### src/rtl/apb_xfer_ctrl.sv
// APB master transfer controller: one SETUP/ACCESS transfer per start pulse,
// with registered bus outputs, read-data capture and a pready timeout.
module apb_xfer_ctrl #(
    parameter int ADDR_W  = 8,
    parameter int DATA_W  = 32,
    parameter int TIMEOUT = 15
) (
    input  logic              clk,
    input  logic              rst,
    input  logic              start,
    input  logic              rw,
    input  logic [ADDR_W-1:0] addr,
    input  logic [DATA_W-1:0] wdata,
    output logic [ADDR_W-1:0] paddr,
    output logic              psel,
    output logic              penable,
    output logic              pwrite,
    output logic [DATA_W-1:0] pwdata,
    input  logic [DATA_W-1:0] prdata,
    input  logic              pready,
    input  logic              pslverr,
    output logic [DATA_W-1:0] rdata,
    output logic              done,
    output logic              err,
    output logic              busy,
    output logic              ovr
);

    localparam int CW = (TIMEOUT > 0) ? $clog2(TIMEOUT + 1) : 1;
    localparam logic [CW-1:0] TMAX = CW'(TIMEOUT);

    typedef enum logic [1:0] {
        IDLE   = 2'd0,
        SETUP  = 2'd1,
        ACCESS = 2'd2
    } state_t;

    state_t            state, state_n;
    logic [ADDR_W-1:0] paddr_n;
    logic              pwrite_n;
    logic [DATA_W-1:0] pwdata_n;
    logic [DATA_W-1:0] rdata_n;
    logic              done_n, err_n, ovr_n;
    logic              psel_n, penable_n;
    logic [CW-1:0]     cnt, cnt_n, cnt_inc;

    assign cnt_inc = cnt + 1'b1;

    always_ff @(posedge clk or posedge rst) begin
        if (rst) begin
            state   <= IDLE;
            paddr   <= '0;
            pwrite  <= 1'b0;
            pwdata  <= '0;
            psel    <= 1'b0;
            penable <= 1'b0;
            rdata   <= '0;
            done    <= 1'b0;
            err     <= 1'b0;
            busy    <= 1'b0;
            ovr     <= 1'b0;
            cnt     <= '0;
        end else begin
            state   <= state_n;
            paddr   <= paddr_n;
            pwrite  <= pwrite_n;
            pwdata  <= pwdata_n;
            psel    <= psel_n;
            penable <= penable_n;
            rdata   <= rdata_n;
            done    <= done_n;
            err     <= err_n;
            busy    <= psel_n;
            ovr     <= ovr_n;
            cnt     <= cnt_n;
        end
    end

    always_comb begin
        state_n  = state;
        paddr_n  = paddr;
        pwrite_n = pwrite;
        pwdata_n = pwdata;
        rdata_n  = rdata;
        done_n   = 1'b0;
        err_n    = 1'b0;
        ovr_n    = 1'b0;
        cnt_n    = cnt;
        unique case (state)
            IDLE: begin
                if (start) begin
                    paddr_n  = addr;
                    pwrite_n = rw;
                    pwdata_n = wdata;
                    cnt_n    = '0;
                    state_n  = SETUP;
                end
            end
            SETUP: begin
                ovr_n   = start;
                state_n = ACCESS;
            end
            ACCESS: begin
                ovr_n = start;
                if (pready) begin
                    state_n = IDLE;
                    done_n  = 1'b1;
                    err_n   = pslverr;
                    if (!pwrite) rdata_n = prdata;
                end else if (TIMEOUT != 0 && cnt_inc == TMAX) begin
                    // dead slave: abort, leave rdata untouched
                    state_n = IDLE;
                    done_n  = 1'b1;
                    err_n   = 1'b1;
                end else begin
                    cnt_n = cnt_inc;
                end
            end
            default: state_n = IDLE;
        endcase
        psel_n    = (state_n != IDLE);
        penable_n = (state_n == ACCESS);
    end

endmodule

### config.mk
export PLATFORM = sky130hd
export DESIGN_NAME = apb_xfer_ctrl
export DESIGN_NICKNAME = d
export VERILOG_FILES = /design/src/rtl/apb_xfer_ctrl.sv
export SDC_FILE = /design/constraint.sdc
export NUM_CORES = 1
export LEC_CHECK = 0
export BUFFER_PORTS_ARGS = -buffer_cell sky130_fd_sc_hd__buf_2
export CAP_MARGIN = 15
export CORE_AREA = 10 10 92 94
export CTS_BUF_LIST = sky130_fd_sc_hd__clkbuf_4
export DETAILED_ROUTE_END_ITERATION = 8
export DIE_AREA = 0 0 102 104
export PLACE_DENSITY = 0.86
export SYNTH_ARGS = -nofsm -noshare
export SYNTH_HDL_FRONTEND = slang
export SYNTH_SLANG_ARGS = --single-unit
### constraint.sdc
create_clock -name clk -period 6.13 [get_ports clk]
set_input_delay 0.9195 -clock clk [delete_from_list [all_inputs] [get_ports clk]]
set_output_delay 0.9195 -clock clk [all_outputs]
set_load 0.05 [all_outputs]
# Word-level counts from Yosys, hierarchy flattened

Index checks and enable logic that the tools add are counted.
Widths: inputs -> output; s select.

Memory bits (writable): 0
Logic and storage cells: 41
Bits in latches: 0
Memories: 0
Output and inout port bits: 79
Memory bits (read-only): 0
Input bits: 78
Flip-flop bits (word level): 84

Multiply operators: 0
Bitwise logic cells: 1
Divide/modulo/power cells: 0
$lt $le $gt $ge: 0
Shift operators: 0
Add/sub/neg operators: 1
Reductions and logical operators: 7
Equal/unequal tests: 7
Mux-type cells: 14

Operators by type and width:

| cell                | count |
|---|---|
| $mux 4              | 3 |
| $pmux 4 s2          | 1 |
| $mux 1              | 6 |
| $mux 2              | 3 |
| $ne 2x2->1 const B  | 3 |
| $pmux 2 s3          | 1 |
| $add 4x1->4 const B | 1 |
| $eq 2x2->1 const B  | 2 |
| $eq 4x4->1 const B  | 1 |
| $reduce_and 4->1    | 1 |
| $reduce_bool 2->1   | 2 |
| $reduce_and 3->1    | 1 |
| $eq 2x1->1 const B  | 1 |
| $logic_not 2->1     | 1 |
| $reduce_and 2->1    | 1 |
| $reduce_or 2->1     | 1 |
| $not 1->1           | 1 |

# Logic depth before layout (Yosys ltp)

Word-level depth: 6
Depth in mapped cells: 6
Mapped depth without buffers: 6

# Worst setup path after synthesis

Ideal clock, no wire load.

Kind: register to output
Start: register, netlist name busy
End: output port psel
Required time: 5.210 ns
Path slack: 4.324 ns
Buffers on the path: 1
Cell stages (with the launch flop): 2
Arrival: 0.886 ns
Cell sequence: dfrtp_1 -> buf_4

RTL lines:

| item          | RTL line | source |
|---|---|---|
| end, declared | 15       | `output logic psel,` |

# Worst setup path in the final report

Start: register state[0]
End: register pwdata[6]

Word-level cells in the longest chain between the ends: 2

Ends and longest elaborated chain:

| item                              | RTL line | source |
|---|---|---|
| start, declared                   | 38       | `state_t state, state_n;` |
| start signal, assigned            | 64       | `state <= state_n;` |
| $logic_not 2->1                   | 89       | `unique case (state)` |
| $reduce_and 2->1 (no source line) | n/a      |  |
| end signal, assigned              | 67       | `pwdata <= pwdata_n;` |
| end, declared                     | 18       | `output logic [DATA_W-1:0] pwdata,` |

No other way between the ends.
A chain may end at the register's enable or synchronous reset.

==> results by stage <==
Run status:
- The run finished with clean final reports.

Critical path:
- The arrival time at the worst endpoint is between 2 and 2.5 ns.
- The kind of cell with the highest combined delay on the critical path is simple AND/OR/NAND/NOR gates.
- The stage delay of the slowest cell on the critical path is 0.71 ns.
- Across all register-to-register paths, the minimum setup slack is 3.98 ns.
- The launching element type of the critical path is a flip-flop.
- The required arrival time at the worst endpoint is 6.44 ns.
- The startpoint identified for the worst register-to-register timing path is state[0].
- Traced cell by cell, the critical path runs through inv_1, ha_1, nand2_2, mux2_2.
- The path depth of the worst reg2reg path is 4.
- The total buffers and inverters traversed by the critical path is 1.
- The critical path start-end classification is reg2reg.
- The largest individual stage delay along the critical path comes from the cell sky130_fd_sc_hd__nand2_2.
- The reg-to-reg critical path endpoint is pwdata[6].
- The highest fanout seen on the critical path is between 40 and 50.
- The category of the worst setup path capture point is a flip-flop.

Layout:
- The post-route netlist has 66.93% of its cells at a drive strength greater than 1.
- The layout overhead on the synthesized area is 28.72%.
- The antenna diode count is 0.
- With fillers left out, the area of the finished cells amounts to 4374 sq um.
- At the end of the flow, the number of nets in the layout was about 460.
- The final cell utilization of the core is 65.47%.

Placed design:
- The setup slack after placement is 3.825 ns.
- The count of port buffers added during placement is 156.
- Summed over all nets, the half-perimeter wirelength after detailed placement is between 6000 and 7000 um.
- The placed cell area is 4255 sq um.
- The last weighted congestion value of the routability-driven placer is 0.8076.

Synthesis:
- The most numerous cell in the Yosys netlist is sky130_fd_sc_hd__dfrtp_1.
- Counting flops with an async set or reset pin after synthesis yields a share of 100.0%.
- Synthesis instantiated 35 different standard cells from the library.
- Counting flops with a built-in enable in the synthesized netlist gives 0.
- After synthesis, the cell types taking the most area are sky130_fd_sc_hd__dfrtp_1, sky130_fd_sc_hd__mux2_2, sky130_fd_sc_hd__ha_1, sky130_fd_sc_hd__buf_2, sky130_fd_sc_hd__o21ai_4.
- For this run, the number of Yosys warnings is 0.
- Synthesis produced approximately 220 cells.
- The compound-cell area share of the yosys netlist is 4.455%.
- Ranked by instance count, the synthesized netlist is headed by sky130_fd_sc_hd__dfrtp_1, sky130_fd_sc_hd__mux2_2, sky130_fd_sc_hd__buf_2.
- Summing the areas of all fa, ha and maj instances in the mapped netlist gives 2.209% of the synthesized area.
- The library cell with the largest summed area after synthesis is sky130_fd_sc_hd__dfrtp_1.
- The post-synthesis share of cell area spent on and, or, nand and nor gates is approximately 4.9%.
- The combinational family with the most area after synthesis is multiplexers.
- The synthesized cell area is 3398 sq um.
- The xor/xnor cell area share of the yosys netlist is 0.2577%.
- The net count of the mapped netlist is 302.
- The top cell type by area accounts for 61.86% of the synthesized area.
- The total of flip-flops plus latches after synthesis is 84.
- The part of the Yosys area used for sequential elements is 61.86%.
- Of the post-synthesis cell area, the part taken by muxes is 24.52%.
- The synthesized area divided by synthesized cell count is around 16 sq um.
- Among all flip-flop cells after synthesis, the most frequent one is sky130_fd_sc_hd__dfrtp_1.

Clock network:
- The later pin in the worst-skew pair is clocked with a latency of 0.42 ns.
- The number of levels in the clock H-tree is 3.
- Post-CTS timing repair inserted 0 buffers for setup.
- The count of clock tree sinks is 84.
- Buffers inserted to repair hold after CTS numbered 0.
- Clock-pin slew was measured on the worst setup and hold paths at 0.13 ns.
- TritonCTS built the clock tree.
- The maximum buffer depth of the clock tree is 2.
- The clock root buffer master is sky130_fd_sc_hd__clkbuf_4.
- The number of gates resized after CTS was 0.
- The number of CTS-inserted buffers is 9.

STA:
- The final hold violation count was 0.
- Setup violations remaining at the end of the flow were counted as 0.
- The worst setup margin is roughly 4 ns.
- Setup repair after global routing left no endpoint under its margin.
- The fmax is approximately 470 MHz.
- In the final timing run, aggregate negative setup slack is 0 ns.
- The final period utilization is 35.05%.
- Subtracting the final worst setup slack from the clock period gives 2.148 ns.
- The final clock skew is 0.01162 ns.
- Measured against its own limit, the worst slew margin works out to 30.74%.
- The final max-slew violation count was 0.
- For the pin with the worst max-slew slack, the measured transition is 1.039 ns.

Floorplan:
- Row generation in the floorplan step produced 30 rows.
- The overall die area is ~11000 sq um.
- The floorplan step defined a core boundary enclosing 6681 sq um.
- The initial cell density of the core is 50.86%.
- The die width is 102 um.
- The boundary pin count is 157.
- The die is ~100 um tall.

Worst hold path:
- The path class of the tightest hold or removal check is reg2reg.
- The endpoint of the worst hold path is pwdata[13].
- The hold path startpoint is pwdata[13].
- The number of cells traversed by the worst hold path is 1.

Detailed routing:
- After detailed routing, the average wire length per cell comes to between 15 and 20 um.
- In the routed design, unresolved DRC markers number 0.
- The first detailed-routing pass took 4 iterations.
- The detail route stage leaves a number of antenna-violating nets equal to 0.
- In the routed layout, each cell is associated on average with a via count of approximately 5.0.
- For this block, the initial DRC count from the detailed router was 46.
- The routed via count is 2312.
- The routed wire length is 8141 um.

GRT:
- The maximum number of pins on one net before global-route repair is 85.
- The via count of the first global-routing pass was approximately 2600.
- The first global-routing pass estimated 12950 um of wire.
- The initial antenna violation count was 0.
- Across every metal layer, demand over resource in global routing totals ~15%.
- The total overflow reported by the global router is 0.

Run:
- The tool flagged a number of max-cap violations equal to 0.
layout make-up:
| type | instances | area [sq um] |
|---|---|---|
| fill | 513 | 2307 |
| timing repair buffer | 158 | 795.8 |
| clock buffer | 9 | 67.56 |
| clock inverter | 7 | 51.30 |
| sequential | 84 | 2102 |
| tap | 80 | 100.1 |
| multi-input combinational | 121 | 1237 |
| inverter | 5 | 20.02 |
per-stage QoR:
stage	cells	hold WS (ns)
2_1_floorplan	218	0.5461
3_3_place_gp	448	0.4820
3_5_place_dp	448	0.4869
4_1_cts	464	0.5169
5_1_grt	464	0.5253
6_report	464	0.5140
logic make-up after synthesis:
logic type | after synthesis
AOI/OAI and AO/OA | 16
and+or+nand+nor | 24
adders and majority gates | 6
xor gates and xnor gates | 1
DFF | 84
buffers and inverters | 13
muxes | 74
how the worst max path moves through the flow:
stage / startpoint / cells after the start / end
detailed placement: start / 3 / pwdata[4]
global route: state[0] / 4 / pwdata[13]
finish: state[0] / 4 / pwdata[6]
CTS: state[0] / 4 / pwdata[12]
global placement: start / 3 / pwdata[25]
floorplan: rst / 1 / busy
layer usage:
metal	GRT usage (%)	part of all wire, %	routed length [um]	up-vias
li1	-	-	-	1098
met1	17.16	38	3118	1073
met2	23.20	44	3545	130
met3	9.834	17	1368	11
met4	5.746	1.3	108	0
met5	0	0	0	-
registers in the layout, summed over array words and instances, names as in the netlist:
signal and count:
done 1, pwdata 32, rdata 32, state 2
cnt 4, penable 1, err 1, paddr 8
busy 1, ovr 1, pwrite 1
layout by cell type (no fill, tap or decap), types with 2 or more instances in the layout:
master                       count
sky130_fd_sc_hd__ha_1            6
sky130_fd_sc_hd__clkinvlp_4      2
sky130_fd_sc_hd__dfrtp_1        84
sky130_fd_sc_hd__nor2_1          4
sky130_fd_sc_hd__o21ai_4         2
sky130_fd_sc_hd__nor2b_1         2
sky130_fd_sc_hd__mux2_2         74
sky130_fd_sc_hd__clkinv_1        2
sky130_fd_sc_hd__a21oi_1         4
sky130_fd_sc_hd__buf_4           2
sky130_fd_sc_hd__buf_2         156
sky130_fd_sc_hd__a22o_1          2
sky130_fd_sc_hd__nand2b_1        3
sky130_fd_sc_hd__clkbuf_4        9
sky130_fd_sc_hd__inv_1           4
Power is left out: the tool's default activity adds up to more than one toggle a clock period on the data nets, which glitch-free logic cannot reach.
